File: config.mk
export PLATFORM = sky130hd
export DESIGN_NAME = hack_cpu_mc
export DESIGN_NICKNAME = d
export VERILOG_FILES = /design/src/rtl/hack_pkg.sv /design/src/rtl/hack_alu.sv /design/src/rtl/hack_cpu_mc.sv
export SDC_FILE = /design/constraint.sdc
export NUM_CORES = 1
export LEC_CHECK = 0
export ABC_CLOCK_PERIOD_IN_PS = 4500
export CAP_MARGIN = 20
export CELL_PAD_IN_SITES_DETAIL_PLACEMENT = 1
export CELL_PAD_IN_SITES_GLOBAL_PLACEMENT = 1
export CORE_MARGIN = 8
export CORE_UTILIZATION = 36
export CTS_CLUSTER_DIAMETER = 50
export DETAILED_ROUTE_END_ITERATION = 12
export PLACE_DENSITY_LB_ADDON = 0.1
export REMOVE_ABC_BUFFERS = 1
export SLEW_MARGIN = 10
export SYNTH_ARGS = -nofsm -noshare
export SYNTH_HDL_FRONTEND = slang
export SYNTH_HIERARCHICAL = 1
export SYNTH_SLANG_ARGS = --single-unit
export TNS_END_PERCENT = 100
File: constraint.sdc
create_clock -name clk -period 4.5 [get_ports clk]
set_input_delay 1.125 -clock clk [delete_from_list [all_inputs] [get_ports clk]]
set_output_delay 1.125 -clock clk [all_outputs]
set_load 0.01 [all_outputs]
File: src/rtl/hack_pkg.sv
// Shared definitions for the multi-cycle HACK CPU core.
//   state_t     : control FSM states
//   BIT_*/C_*/D*/J* : instruction field bit positions
//   J*          : jump-condition codes (j2 j1 j0)
//   jump_taken(): condition evaluation from ALU flags
package hack_pkg;

    typedef enum logic [2:0] {
        FETCH,
        MEMRD,
        EXEC,
        MEMWR,
        HALT
    } state_t;

    localparam int unsigned BIT_CI = 15;
    localparam int unsigned BIT_A  = 12;
    localparam int unsigned C_HI   = 11;
    localparam int unsigned C_LO   = 6;
    localparam int unsigned D1     = 5;
    localparam int unsigned D2     = 4;
    localparam int unsigned D3     = 3;
    localparam int unsigned J2     = 2;
    localparam int unsigned J1     = 1;
    localparam int unsigned J0     = 0;

    localparam logic [2:0] JNULL = 3'b000;
    localparam logic [2:0] JGT   = 3'b001;
    localparam logic [2:0] JEQ   = 3'b010;
    localparam logic [2:0] JGE   = 3'b011;
    localparam logic [2:0] JLT   = 3'b100;
    localparam logic [2:0] JNE   = 3'b101;
    localparam logic [2:0] JLE   = 3'b110;
    localparam logic [2:0] JMP   = 3'b111;

    // j2 = less-than, j1 = equal, j0 = greater-than
    function automatic logic jump_taken(input logic [2:0] j, input logic zr, input logic ng);
        return (j[J2] & ng) | (j[J1] & zr) | (j[J0] & ~ng & ~zr);
    endfunction

endpackage

File: src/rtl/hack_alu.sv
// HACK ALU, combinational, DATA_W wide.
//   x, y : operands (x = D, y = A or M)
//   c    : {zx, nx, zy, ny, f, no}
//   out  : result; zr = (out == 0); ng = out MSB
module hack_alu #(
    parameter int unsigned DATA_W = 16
) (
    input  logic [DATA_W-1:0] x,
    input  logic [DATA_W-1:0] y,
    input  logic [5:0]        c,
    output logic [DATA_W-1:0] out,
    output logic              zr,
    output logic              ng
);

    logic [DATA_W-1:0] x_z;
    logic [DATA_W-1:0] x_n;
    logic [DATA_W-1:0] y_z;
    logic [DATA_W-1:0] y_n;
    logic [DATA_W-1:0] f_out;

    always_comb begin
        x_z   = c[5] ? '0 : x;
        x_n   = c[4] ? ~x_z : x_z;
        y_z   = c[3] ? '0 : y;
        y_n   = c[2] ? ~y_z : y_z;
        f_out = c[1] ? (x_n + y_n) : (x_n & y_n);
        out   = c[0] ? ~f_out : f_out;
        zr    = (out == '0);
        ng    = out[DATA_W-1];
    end

endmodule

File: src/rtl/hack_cpu_mc.sv
// Multi-cycle HACK CPU core with req/ack handshakes to instruction and data memories.
// Ports:
//   clk, reset (async, active-low)
//   imem_req/imem_addr/imem_rdata/imem_ack            : instruction fetch bus
//   dmem_req/dmem_we/dmem_addr/dmem_wdata/dmem_rdata/dmem_ack : data bus
//   pc_out, a_reg, d_reg                              : debug views of PC/A/D
//   halted                                            : sticky jump-to-self detect
// Optional build macro HACK_CPU_PERF_EN adds retired_cnt[31:0] and stall_cnt[31:0].
module hack_cpu_mc
    import hack_pkg::*;
#(
    parameter int unsigned DATA_W = 16,
    parameter int unsigned ADDR_W = 15
) (
    input  logic              clk,
    input  logic              reset,
    output logic              imem_req,
    output logic [ADDR_W-1:0] imem_addr,
    input  logic [15:0]       imem_rdata,
    input  logic              imem_ack,
    output logic              dmem_req,
    output logic              dmem_we,
    output logic [ADDR_W-1:0] dmem_addr,
    output logic [DATA_W-1:0] dmem_wdata,
    input  logic [DATA_W-1:0] dmem_rdata,
    input  logic              dmem_ack,
    output logic [ADDR_W-1:0] pc_out,
    output logic [DATA_W-1:0] a_reg,
    output logic [DATA_W-1:0] d_reg,
    output logic              halted
`ifdef HACK_CPU_PERF_EN
    ,
    output logic [31:0]       retired_cnt,
    output logic [31:0]       stall_cnt
`endif
);

    state_t            state;
    logic [ADDR_W-1:0] pc;
    logic [15:0]       ir;
    logic [DATA_W-1:0] m_lat;
    logic [DATA_W-1:0] res_lat;
    logic [ADDR_W-1:0] wr_addr;

    logic [DATA_W-1:0] alu_y;
    logic [DATA_W-1:0] alu_out;
    logic              alu_zr;
    logic              alu_ng;
    logic [ADDR_W-1:0] a_addr;
    logic [ADDR_W-1:0] pc_inc;
    logic              taken;
    logic              halt_set;

    hack_alu #(
        .DATA_W(DATA_W)
    ) u_alu (
        .x  (d_reg),
        .y  (alu_y),
        .c  (ir[C_HI:C_LO]),
        .out(alu_out),
        .zr (alu_zr),
        .ng (alu_ng)
    );

    always_comb begin
        alu_y    = ir[BIT_A] ? m_lat : a_reg;
        a_addr   = a_reg[ADDR_W-1:0];
        pc_inc   = pc + ADDR_W'(1);
        taken    = ir[BIT_CI] & jump_taken(ir[J2:J0], alu_zr, alu_ng);
        halt_set = taken && (a_addr == pc);
    end

    // Requests are decoded from the state but forced low while reset is held,
    // so a transfer in flight is dropped the moment reset asserts.
    always_comb begin
        imem_req   = reset && (state == FETCH);
        dmem_req   = reset && ((state == MEMRD) || (state == MEMWR));
        dmem_we    = reset && (state == MEMWR);
        imem_addr  = pc;
        dmem_addr  = (state == MEMWR) ? wr_addr : a_addr;
        dmem_wdata = res_lat;
        pc_out     = pc;
    end

    always_ff @(posedge clk or negedge reset) begin
        if (!reset) begin
            state   <= FETCH;
            pc      <= '0;
            a_reg   <= '0;
            d_reg   <= '0;
            ir      <= '0;
            m_lat   <= '0;
            res_lat <= '0;
            wr_addr <= '0;
            halted  <= 1'b0;
        end else begin
            unique case (state)
                FETCH: begin
                    if (imem_ack) begin
                        ir    <= imem_rdata;
                        state <= (imem_rdata[BIT_CI] && imem_rdata[BIT_A]) ? MEMRD : EXEC;
                    end
                end
                MEMRD: begin
                    if (dmem_ack) begin
                        m_lat <= dmem_rdata;
                        state <= EXEC;
                    end
                end
                EXEC: begin
                    if (!ir[BIT_CI]) begin
                        a_reg <= DATA_W'(ir[14:0]);
                        pc    <= pc_inc;
                        state <= FETCH;
                    end else begin
                        if (ir[D1]) a_reg <= alu_out;
                        if (ir[D2]) d_reg <= alu_out;
                        // Write address is the A value before this instruction updates it.
                        if (ir[D3]) begin
                            res_lat <= alu_out;
                            wr_addr <= a_addr;
                        end
                        pc <= taken ? a_addr : pc_inc;
                        if (halt_set) halted <= 1'b1;
                        if (ir[D3])        state <= MEMWR;
                        else if (halt_set) state <= HALT;
                        else               state <= FETCH;
                    end
                end
                MEMWR: begin
                    if (dmem_ack) state <= halted ? HALT : FETCH;
                end
                HALT: begin
                    state <= HALT;
                end
                default: state <= FETCH;
            endcase
        end
    end

`ifdef HACK_CPU_PERF_EN
    always_ff @(posedge clk or negedge reset) begin
        if (!reset) begin
            retired_cnt <= '0;
            stall_cnt   <= '0;
        end else if (state != HALT) begin
            if (state == EXEC) retired_cnt <= retired_cnt + 32'd1;
            if ((imem_req && !imem_ack) || (dmem_req && !dmem_ack)) begin
                stall_cnt <= stall_cnt + 32'd1;
            end
        end
    end
`endif

endmodule

==> metrics.txt, run 1 <==
# TYPE chip_impl_metric gauge
chip_impl_metric{name="firstDrtPassIters",unit=""} 5
chip_impl_info{name="run_status",value="complete, no violations"} 1
chip_impl_metric{name="cts-hold-fix-buffers",unit=""} 0
chip_impl_metric{name="initial_drc_count",unit=""} 286
chip_impl_metric{name="n_antenna_cell",unit=""} 0
chip_impl_metric{name="placedCellCount",unit=""} 1163
chip_impl_metric{name="mean_post_synth_cell_area",unit="um2"} 10.3
chip_impl_metric{name="period_needed",unit="ns"} 4.37
chip_impl_metric{name="placement.io_buffers",unit=""} 132
chip_impl_metric{name="worstSkewPairLatency",unit="ns"} 0.42
chip_impl_metric{name="yosysWarningCount",unit=""} 6
chip_impl_metric{name="numCtsBuffers",unit=""} 17
chip_impl_metric{name="floorplan.rows",unit=""} 53
chip_impl_metric{name="ys_types",unit=""} 73
chip_impl_metric{name="initial_utilization",unit="%"} 36.9
chip_impl_info{name="layout_commonest_cell",value="sky130_fd_sc_hd__clkdlybuf4s50_1"} 1
chip_impl_metric{name="ys_seq_area_share",unit="%"} 36.7
chip_impl_metric{name="ctsHtreeMaxLevel",unit=""} 4
chip_impl_metric{name="synth_enable_flop_cells",unit=""} 0
chip_impl_metric{name="postSynth.asyncResetShare",unit="%"} 100
chip_impl_metric{name="finalMaxSlewViolations",unit=""} 0
chip_impl_metric{name="timing.critical_path.arrival",unit="ns"} 4.67
chip_impl_metric{name="finalWorstSetupSlack",unit="ns"} 0.129
chip_impl_metric{name="synth_area",unit="mm2"} 0.00777
chip_impl_info{name="critPathCaptureType",value="flip-flop"} 1
chip_impl_metric{name="finalHoldViolCount",unit=""} 0
chip_impl_metric{name="seq_cell_area",unit="mm2"} 0.00285
chip_impl_metric{name="numClockSinks",unit=""} 114
chip_impl_metric{name="post_route_cells_drive_above_1_share",unit="%"} 28.7
chip_impl_metric{name="coreArea",unit="mm2"} 0.0211
chip_impl_metric{name="detailroute.via_count",unit=""} 6545
chip_impl_metric{name="max_cap_viol_count",unit=""} 0
chip_impl_metric{name="global_route_wire_length_before_repair",unit="um"} 41700
chip_impl_info{name="crit_type",value="flip-flop to flip-flop"} 1
chip_impl_metric{name="syn2layout_area_growth",unit="%"} 35.7
chip_impl_metric{name="achievable-frequency",unit="GHz"} 0.229
chip_impl_info{name="mostFrequentLayoutCells",value="sky130_fd_sc_hd__clkdlybuf4s50_1, sky130_fd_sc_hd__dfrtp_1, sky130_fd_sc_hd__mux2_2"} 1
chip_impl_metric{name="antenna_found_initial",unit=""} 0
chip_impl_metric{name="wl_per_cell",unit="um"} 22.6
chip_impl_metric{name="globalRoute.totalOverflow",unit=""} 0
chip_impl_metric{name="largest_net_degree_at_the_start_of_global_routing",unit=""} 70
chip_impl_metric{name="nNetsFinal",unit=""} 968
chip_impl_metric{name="post-route-drc-count",unit=""} 0
chip_impl_info{name="cts_tree",value="yes"} 1
chip_impl_info{name="synth.area.top_cells",value="sky130_fd_sc_hd__dfrtp_1, sky130_fd_sc_hd__mux2_2, sky130_fd_sc_hd__xnor2_1"} 1
chip_impl_metric{name="first_global_vias",unit=""} 6930
chip_impl_metric{name="setup_violations",unit=""} 0
chip_impl_info{name="worst_hold_path_type",value="flip-flop to flip-flop"} 1
chip_impl_metric{name="post-synth-top-area-fraction",unit="%"} 36.7
chip_impl_metric{name="die-width",unit="um"} 163
chip_impl_metric{name="timing.hold.ws",unit="ns"} 0.499
chip_impl_metric{name="wire_length_reported_by_the_detailed_router",unit="um"} 27200
chip_impl_info{name="rsz0062_at_grt",value="yes"} 1
chip_impl_metric{name="hpwl",unit="um"} 20000
chip_impl_metric{name="worst_slew_margin_rel",unit="%"} 32.8
chip_impl_info{name="synth.largest_area_cell",value="sky130_fd_sc_hd__dfrtp_1"} 1
chip_impl_metric{name="vias_per_cell",unit=""} 5.45
chip_impl_metric{name="post_synth_inst_count",unit=""} 753
chip_impl_metric{name="grt.total_usage",unit="%"} 20.2
chip_impl_metric{name="fillerInstances",unit=""} 2296
chip_impl_metric{name="ys_ff_latch",unit=""} 114
chip_impl_metric{name="multiInputGateArea",unit="mm2"} 0.00471
chip_impl_metric{name="place_ws",unit="ns"} -0.151
chip_impl_metric{name="place.gp.congestion",unit=""} 0.868
chip_impl_metric{name="clk_pin_slew",unit="ns"} 0.06
chip_impl_info{name="synth_ff_type",value="sky130_fd_sc_hd__dfrtp_1"} 1
chip_impl_metric{name="timing.clock.skew",unit="ns"} 0.00959
chip_impl_info{name="timing.critical_path.from_type",value="flip-flop"} 1
chip_impl_metric{name="num_io_pins",unit=""} 133
chip_impl_metric{name="share_of_the_cycle_needed_by_the_critical_path_after_routing",unit="%"} 97.1
chip_impl_metric{name="critical_path_required_time",unit="ns"} 4.80
chip_impl_metric{name="critPathMaxFanout",unit=""} 8
chip_impl_info{name="clk_root_buffer_cell",value="sky130_fd_sc_hd__clkbuf_16"} 1
chip_impl_metric{name="layout.cells.non_filler",unit=""} 1202
chip_impl_metric{name="floorplan.die.height",unit="um"} 163
chip_impl_metric{name="die-area",unit="mm2"} 0.0266
chip_impl_metric{name="cts-root-to-sink-buffers",unit=""} 2
chip_impl_metric{name="worst_slew_pin_slew",unit="ns"} 1.01
chip_impl_metric{name="layout.core_utilization",unit="%"} 50.0
chip_impl_metric{name="postRouteAntennaNets",unit=""} 0
==> per-stage QoR <==
| stage | setup TNS (ns) | instance area (um2) |
|---|---|---|
| floorplan | -1.39 | 7380 |
| global placement | -0.367 | 9600 |
| detailed placement | -1.57 | 9600 |
| CTS | 0 | 10300 |
| global route | -0.0885 | 10500 |
| finish | 0 | 10500 |
==> repair_timing <==
item,4_1_cts,5_1_grt
endpoints found under the setup margin,16,17
resized for setup,11,39
gates cloned,0,2
buffers inserted,0,5
pin swaps,2,21
==> cell type report <==
cell class              instances  share of cell area [%]
clock buffers                  18                    4.07
multi-input cells             562                    44.6
inverters                      10                   0.356
flip-flops and latches        114                    27.1
repair buffers                209                    18.7
well taps                     275                    3.26
clock inverters                14                    1.90
==> synth_stat cells, types with 9 or more instances <==
library cell / number
sky130_fd_sc_hd__nor2_1: 26
sky130_fd_sc_hd__a21oi_1: 40
sky130_fd_sc_hd__dfrtp_1: 114
sky130_fd_sc_hd__buf_2: 12
sky130_fd_sc_hd__mux2i_1: 27
sky130_fd_sc_hd__buf_4: 22
sky130_fd_sc_hd__xnor2_1: 48
sky130_fd_sc_hd__a2bb2oi_1: 9
sky130_fd_sc_hd__inv_1: 9
sky130_fd_sc_hd__nor4_1: 11
sky130_fd_sc_hd__nand3_1: 19
sky130_fd_sc_hd__and3_1: 15
sky130_fd_sc_hd__nand2_1: 34
sky130_fd_sc_hd__a21o_1: 9
sky130_fd_sc_hd__mux2_2: 106
sky130_fd_sc_hd__clkbuf_1: 19
sky130_fd_sc_hd__xor2_1: 13
sky130_fd_sc_hd__nor3_1: 17
sky130_fd_sc_hd__ha_1: 17
sky130_fd_sc_hd__o21ai_0: 18
sky130_fd_sc_hd__nand2b_1: 33
==> cell families after synthesis <==
logic type	synth area share, %
AO/OA/AOI/OAI	13.5
XOR/XNOR	6.87
adder cells (fa/ha/maj)	2.99
buffers and inverters	5.55
flip-flops	36.7
multiplexers	19.0
AND/OR/NAND/NOR	15.4
==> worst max-delay path, cell delays in order, from the launching register on <==
cell and delay [ns]:
sky130_fd_sc_hd__dfrtp_2 0.44, sky130_fd_sc_hd__buf_12 0.15, sky130_fd_sc_hd__mux2_2 0.33, sky130_fd_sc_hd__nand2b_1 0.09, sky130_fd_sc_hd__xnor2_1 0.08, sky130_fd_sc_hd__ha_2 0.42, sky130_fd_sc_hd__inv_1 0.08, sky130_fd_sc_hd__o31a_1 0.31
sky130_fd_sc_hd__buf_4 0.14, sky130_fd_sc_hd__a21o_1 0.19, sky130_fd_sc_hd__a211o_4 0.37, sky130_fd_sc_hd__and4_1 0.17, sky130_fd_sc_hd__o221ai_2 0.24, sky130_fd_sc_hd__nor4_4 0.09, sky130_fd_sc_hd__or3b_4 0.40, sky130_fd_sc_hd__a21oi_1 0.17
sky130_fd_sc_hd__buf_4 0.19, sky130_fd_sc_hd__nor3_1 0.06, sky130_fd_sc_hd__a211o_1 0.31
==> layer usage <==
| layer | part of all wire (%) | global-route usage (%) | wire length (um) | vias to the layer above |
|---|---|---|---|---|
| li1 | - | - | - | 3057 |
| met1 | 44 | 25.6 | 12100 | 3347 |
| met2 | 51 | 35.4 | 13900 | 120 |
| met3 | 3.4 | 2.96 | 924 | 21 |
| met4 | 1.1 | 4.50 | 307 | 0 |
| met5 | 0 | 0 | 0 | - |
==> worst paths after layout <==
| check | startpoint | to | slack (ns) | cells past startpoint |
|---|---|---|---|---|
| worst max-delay path | ir[12] | imem_addr[0] | 0.13 | 18 |
| worst min-delay path | m_lat[6] | m_lat[6] | 0.50 | 1 |
| worst max register to register | ir[12] | imem_addr[0] | 0.13 | 18 |
| worst min register to register | m_lat[6] | m_lat[6] | 0.50 | 1 |
| max in group asynchronous | reset | ir[12] | 2.18 | 3 |
| min in group asynchronous | reset | ir[3] | 0.51 | 1 |
Power of run 1 is not shown: default switching activity piles up to over one toggle a cycle in this logic, so the estimate is an artifact.
==> run 2: changes to the inputs <==
- CAP_MARGIN: 20 -> 0
- TNS_END_PERCENT: 100 -> not set
==> results of run 2 <==
Same layout as run 1: the final DEF is identical, and so are final timing and power.
Power of run 2 is left out for the same reason.
==> run 3: changes to the inputs <==
- DONT_BUFFER_PORTS: not set -> 1
==> run 3 against run 2 <==
Compared with the run above:
- core utilization decreased by 6.5 points
- via count decreased by 7.7%
- setup slack improved by 0.029 ns
- global-route usage decreased by 0.70 points
- sequential cell count unchanged
- design area decreased by 13%
- non-clock buffer count decreased by 136
- critical path depth increased by 1
- sequential share of layout area increased by 4.1 points
- die area unchanged
- critical endpoint is now state[2]
==> metrics.txt, run 3 (synthesis gave the netlist of run 1 again) <==
# TYPE chip_impl_metric gauge
chip_impl_info{name="timing.critical_path.from_type",value="flip-flop"} 1
chip_impl_metric{name="rrSetupSlack",unit="ns"} 0.16
chip_impl_info{name="run_status",value="complete, no violations"} 1
chip_impl_info{name="timing.rr.end",value="state[2]"} 1
chip_impl_metric{name="critical_path_required_time",unit="ns"} 4.82
chip_impl_metric{name="initial_drc_count",unit=""} 268
chip_impl_metric{name="detailroute.via_count",unit=""} 6040
chip_impl_metric{name="die-area",unit="mm2"} 0.0266
chip_impl_metric{name="cts-root-to-sink-buffers",unit=""} 2
chip_impl_metric{name="numCtsBuffers",unit=""} 17
chip_impl_metric{name="wl_per_cell",unit="um"} 24.6
chip_impl_metric{name="initial_utilization",unit="%"} 36.9
chip_impl_metric{name="nNetsFinal",unit=""} 832
chip_impl_metric{name="path_depth_of_the_worst_reg2reg_path",unit=""} 19
chip_impl_metric{name="post-route-drc-count",unit=""} 0
chip_impl_metric{name="worst_slew_pin_slew",unit="ns"} 0.990
chip_impl_info{name="mostFrequentLayoutCells",value="sky130_fd_sc_hd__dfrtp_1, sky130_fd_sc_hd__mux2_2, sky130_fd_sc_hd__buf_4"} 1
chip_impl_metric{name="max_cap_viol_count",unit=""} 0
chip_impl_metric{name="layout.core_utilization",unit="%"} 43.5
chip_impl_metric{name="worstSkewPairLatency",unit="ns"} 0.42
chip_impl_info{name="critPathCaptureType",value="flip-flop"} 1
chip_impl_metric{name="numClockSinks",unit=""} 114
chip_impl_metric{name="floorplan.rows",unit=""} 53
chip_impl_metric{name="globalRoute.totalOverflow",unit=""} 0
chip_impl_info{name="cts_tree",value="yes"} 1
chip_impl_info{name="crit_type",value="flip-flop to flip-flop"} 1
chip_impl_metric{name="ctsHtreeMaxLevel",unit=""} 4
chip_impl_metric{name="first_global_vias",unit=""} 6399
chip_impl_metric{name="die-width",unit="um"} 163
chip_impl_info{name="clk_root_buffer_cell",value="sky130_fd_sc_hd__clkbuf_16"} 1
chip_impl_metric{name="finalHoldViolCount",unit=""} 0
chip_impl_metric{name="worst_slew_margin_rel",unit="%"} 33.9
chip_impl_metric{name="timing.clock.skew",unit="ns"} 0.0110
chip_impl_metric{name="post_route_cells_drive_above_1_share",unit="%"} 33.0
chip_impl_metric{name="firstDrtPassIters",unit=""} 6
chip_impl_metric{name="period_needed",unit="ns"} 4.34
chip_impl_metric{name="placement.io_buffers",unit=""} 0
chip_impl_metric{name="achievable-frequency",unit="GHz"} 0.230
chip_impl_metric{name="clk_pin_slew",unit="ns"} 0.06
chip_impl_metric{name="vias_per_cell",unit=""} 5.66
chip_impl_metric{name="timing.critical_path.arrival",unit="ns"} 4.66
chip_impl_metric{name="postRouteAntennaNets",unit=""} 0
chip_impl_metric{name="place.gp.congestion",unit=""} 0.864
chip_impl_metric{name="antenna_found_initial",unit=""} 1
chip_impl_metric{name="seq_cell_area",unit="mm2"} 0.00285
chip_impl_metric{name="wire_length_reported_by_the_detailed_router",unit="um"} 26300
chip_impl_metric{name="global_route_wire_length_before_repair",unit="um"} 39600
chip_impl_metric{name="fillerInstances",unit=""} 2296
chip_impl_metric{name="critPathMaxFanout",unit=""} 8
chip_impl_metric{name="finalMaxSlewViolations",unit=""} 0
chip_impl_info{name="r2r_start",value="ir[12]"} 1
chip_impl_metric{name="setup_violations",unit=""} 0
chip_impl_metric{name="num_io_pins",unit=""} 133
chip_impl_info{name="layout_commonest_cell",value="sky130_fd_sc_hd__dfrtp_1"} 1
chip_impl_metric{name="grt.total_usage",unit="%"} 19.5
chip_impl_info{name="worst_hold_path_type",value="primary input to asynchronous set/reset pin"} 1
chip_impl_metric{name="largest_net_degree_at_the_start_of_global_routing",unit=""} 118
chip_impl_metric{name="cts-hold-fix-buffers",unit=""} 0
chip_impl_metric{name="coreArea",unit="mm2"} 0.0211
chip_impl_metric{name="multiInputGateArea",unit="mm2"} 0.00472
chip_impl_metric{name="share_of_the_cycle_needed_by_the_critical_path_after_routing",unit="%"} 96.5
chip_impl_metric{name="hpwl",unit="um"} 19000
chip_impl_metric{name="syn2layout_area_growth",unit="%"} 18.0
chip_impl_metric{name="floorplan.die.height",unit="um"} 163
## run 3: cell types whose count changed in the layout (fill, tap and decap cells not counted), moves of 2 or more
cell                              before  now
sky130_fd_sc_hd__clkdlybuf4s50_1     131    0
sky130_fd_sc_hd__buf_4                72   69
sky130_fd_sc_hd__inv_6                 4    1
sky130_fd_sc_hd__o21ai_1               5    2
sky130_fd_sc_hd__clkbuf_8              0    2
sky130_fd_sc_hd__o21ai_0              13   15
## run 3: critical path, stage by stage, from the launching register on
cell and delay, ns:
sky130_fd_sc_hd__dfrtp_2 0.44, sky130_fd_sc_hd__buf_8 0.15, sky130_fd_sc_hd__buf_4 0.17, sky130_fd_sc_hd__o21ai_2 0.13
sky130_fd_sc_hd__nand2b_1 0.09, sky130_fd_sc_hd__xnor2_1 0.16, sky130_fd_sc_hd__ha_2 0.37, sky130_fd_sc_hd__nor3_4 0.06
sky130_fd_sc_hd__o31a_1 0.31, sky130_fd_sc_hd__buf_4 0.15, sky130_fd_sc_hd__a21o_1 0.19, sky130_fd_sc_hd__a211o_1 0.38
sky130_fd_sc_hd__and4_1 0.21, sky130_fd_sc_hd__o221ai_2 0.22, sky130_fd_sc_hd__nor4_4 0.09, sky130_fd_sc_hd__or3b_4 0.40
sky130_fd_sc_hd__buf_4 0.16, sky130_fd_sc_hd__a211oi_4 0.24, sky130_fd_sc_hd__nand3_2 0.13, sky130_fd_sc_hd__o41ai_2 0.21
## run 3: layout make-up
cell class / instances / area share, %
well taps: 275 / 3.75
diodes: 1 / 0.0273
clock inverters: 12 / 1.71
multi-input cells: 562 / 51.5
inverters: 10 / 0.409
flip-flops and latches: 114 / 31.1
clock buffers: 20 / 4.98
repair buffers: 73 / 6.52
## run 3: worst max-delay path by stage
stage                     startpoint           end  slack, ns  cells after the start
after floorplan               ir[12]  imem_addr[2]      -0.15                     16
after global placement        ir[12]      state[2]      -0.08                     17
after CTS                     ir[12]      state[2]       0.03                     17
after detailed placement      ir[12]      state[2]      -0.14                     17
after global routing          ir[12]  imem_addr[3]    -0.0007                     19
final                         ir[12]      state[2]       0.16                     19
## run 3: through the flow
stage	cells	area, um2	TNS [ns]	setup slack, ns	hold slack (ns)
finish	1067	9170	0	0.158	0.397
global route	1066	9170	-0.000707	-0.000707	0.380
CTS	1060	8910	0	0.0257	0.383
detailed placement	1028	8260	-0.410	-0.136	0.490
global placement	1028	8260	-0.0814	-0.0814	0.479
floorplan	686	7380	-1.39	-0.148	0.446
## run 3: what timing repair did
item                       in CTS  in global routing
gates resized for setup         9                 40
setup buffers                   0                  5
hold endpoints to repair        0                  0
gates cloned                    0                  1
setup endpoints to repair      16                 17
pin swaps                       0                 18
## run 3: per-layer routing
layer  up-vias  global-route usage (%)  wire length [um]
met4         0                    5.84               346
met2       122                    33.3             13400
met3        27                    4.02              1130
met1      3087                    24.2             11400
li1       2804                       -                 -
met5         -                       0                 0
Power of run 3 is left out for the same reason.
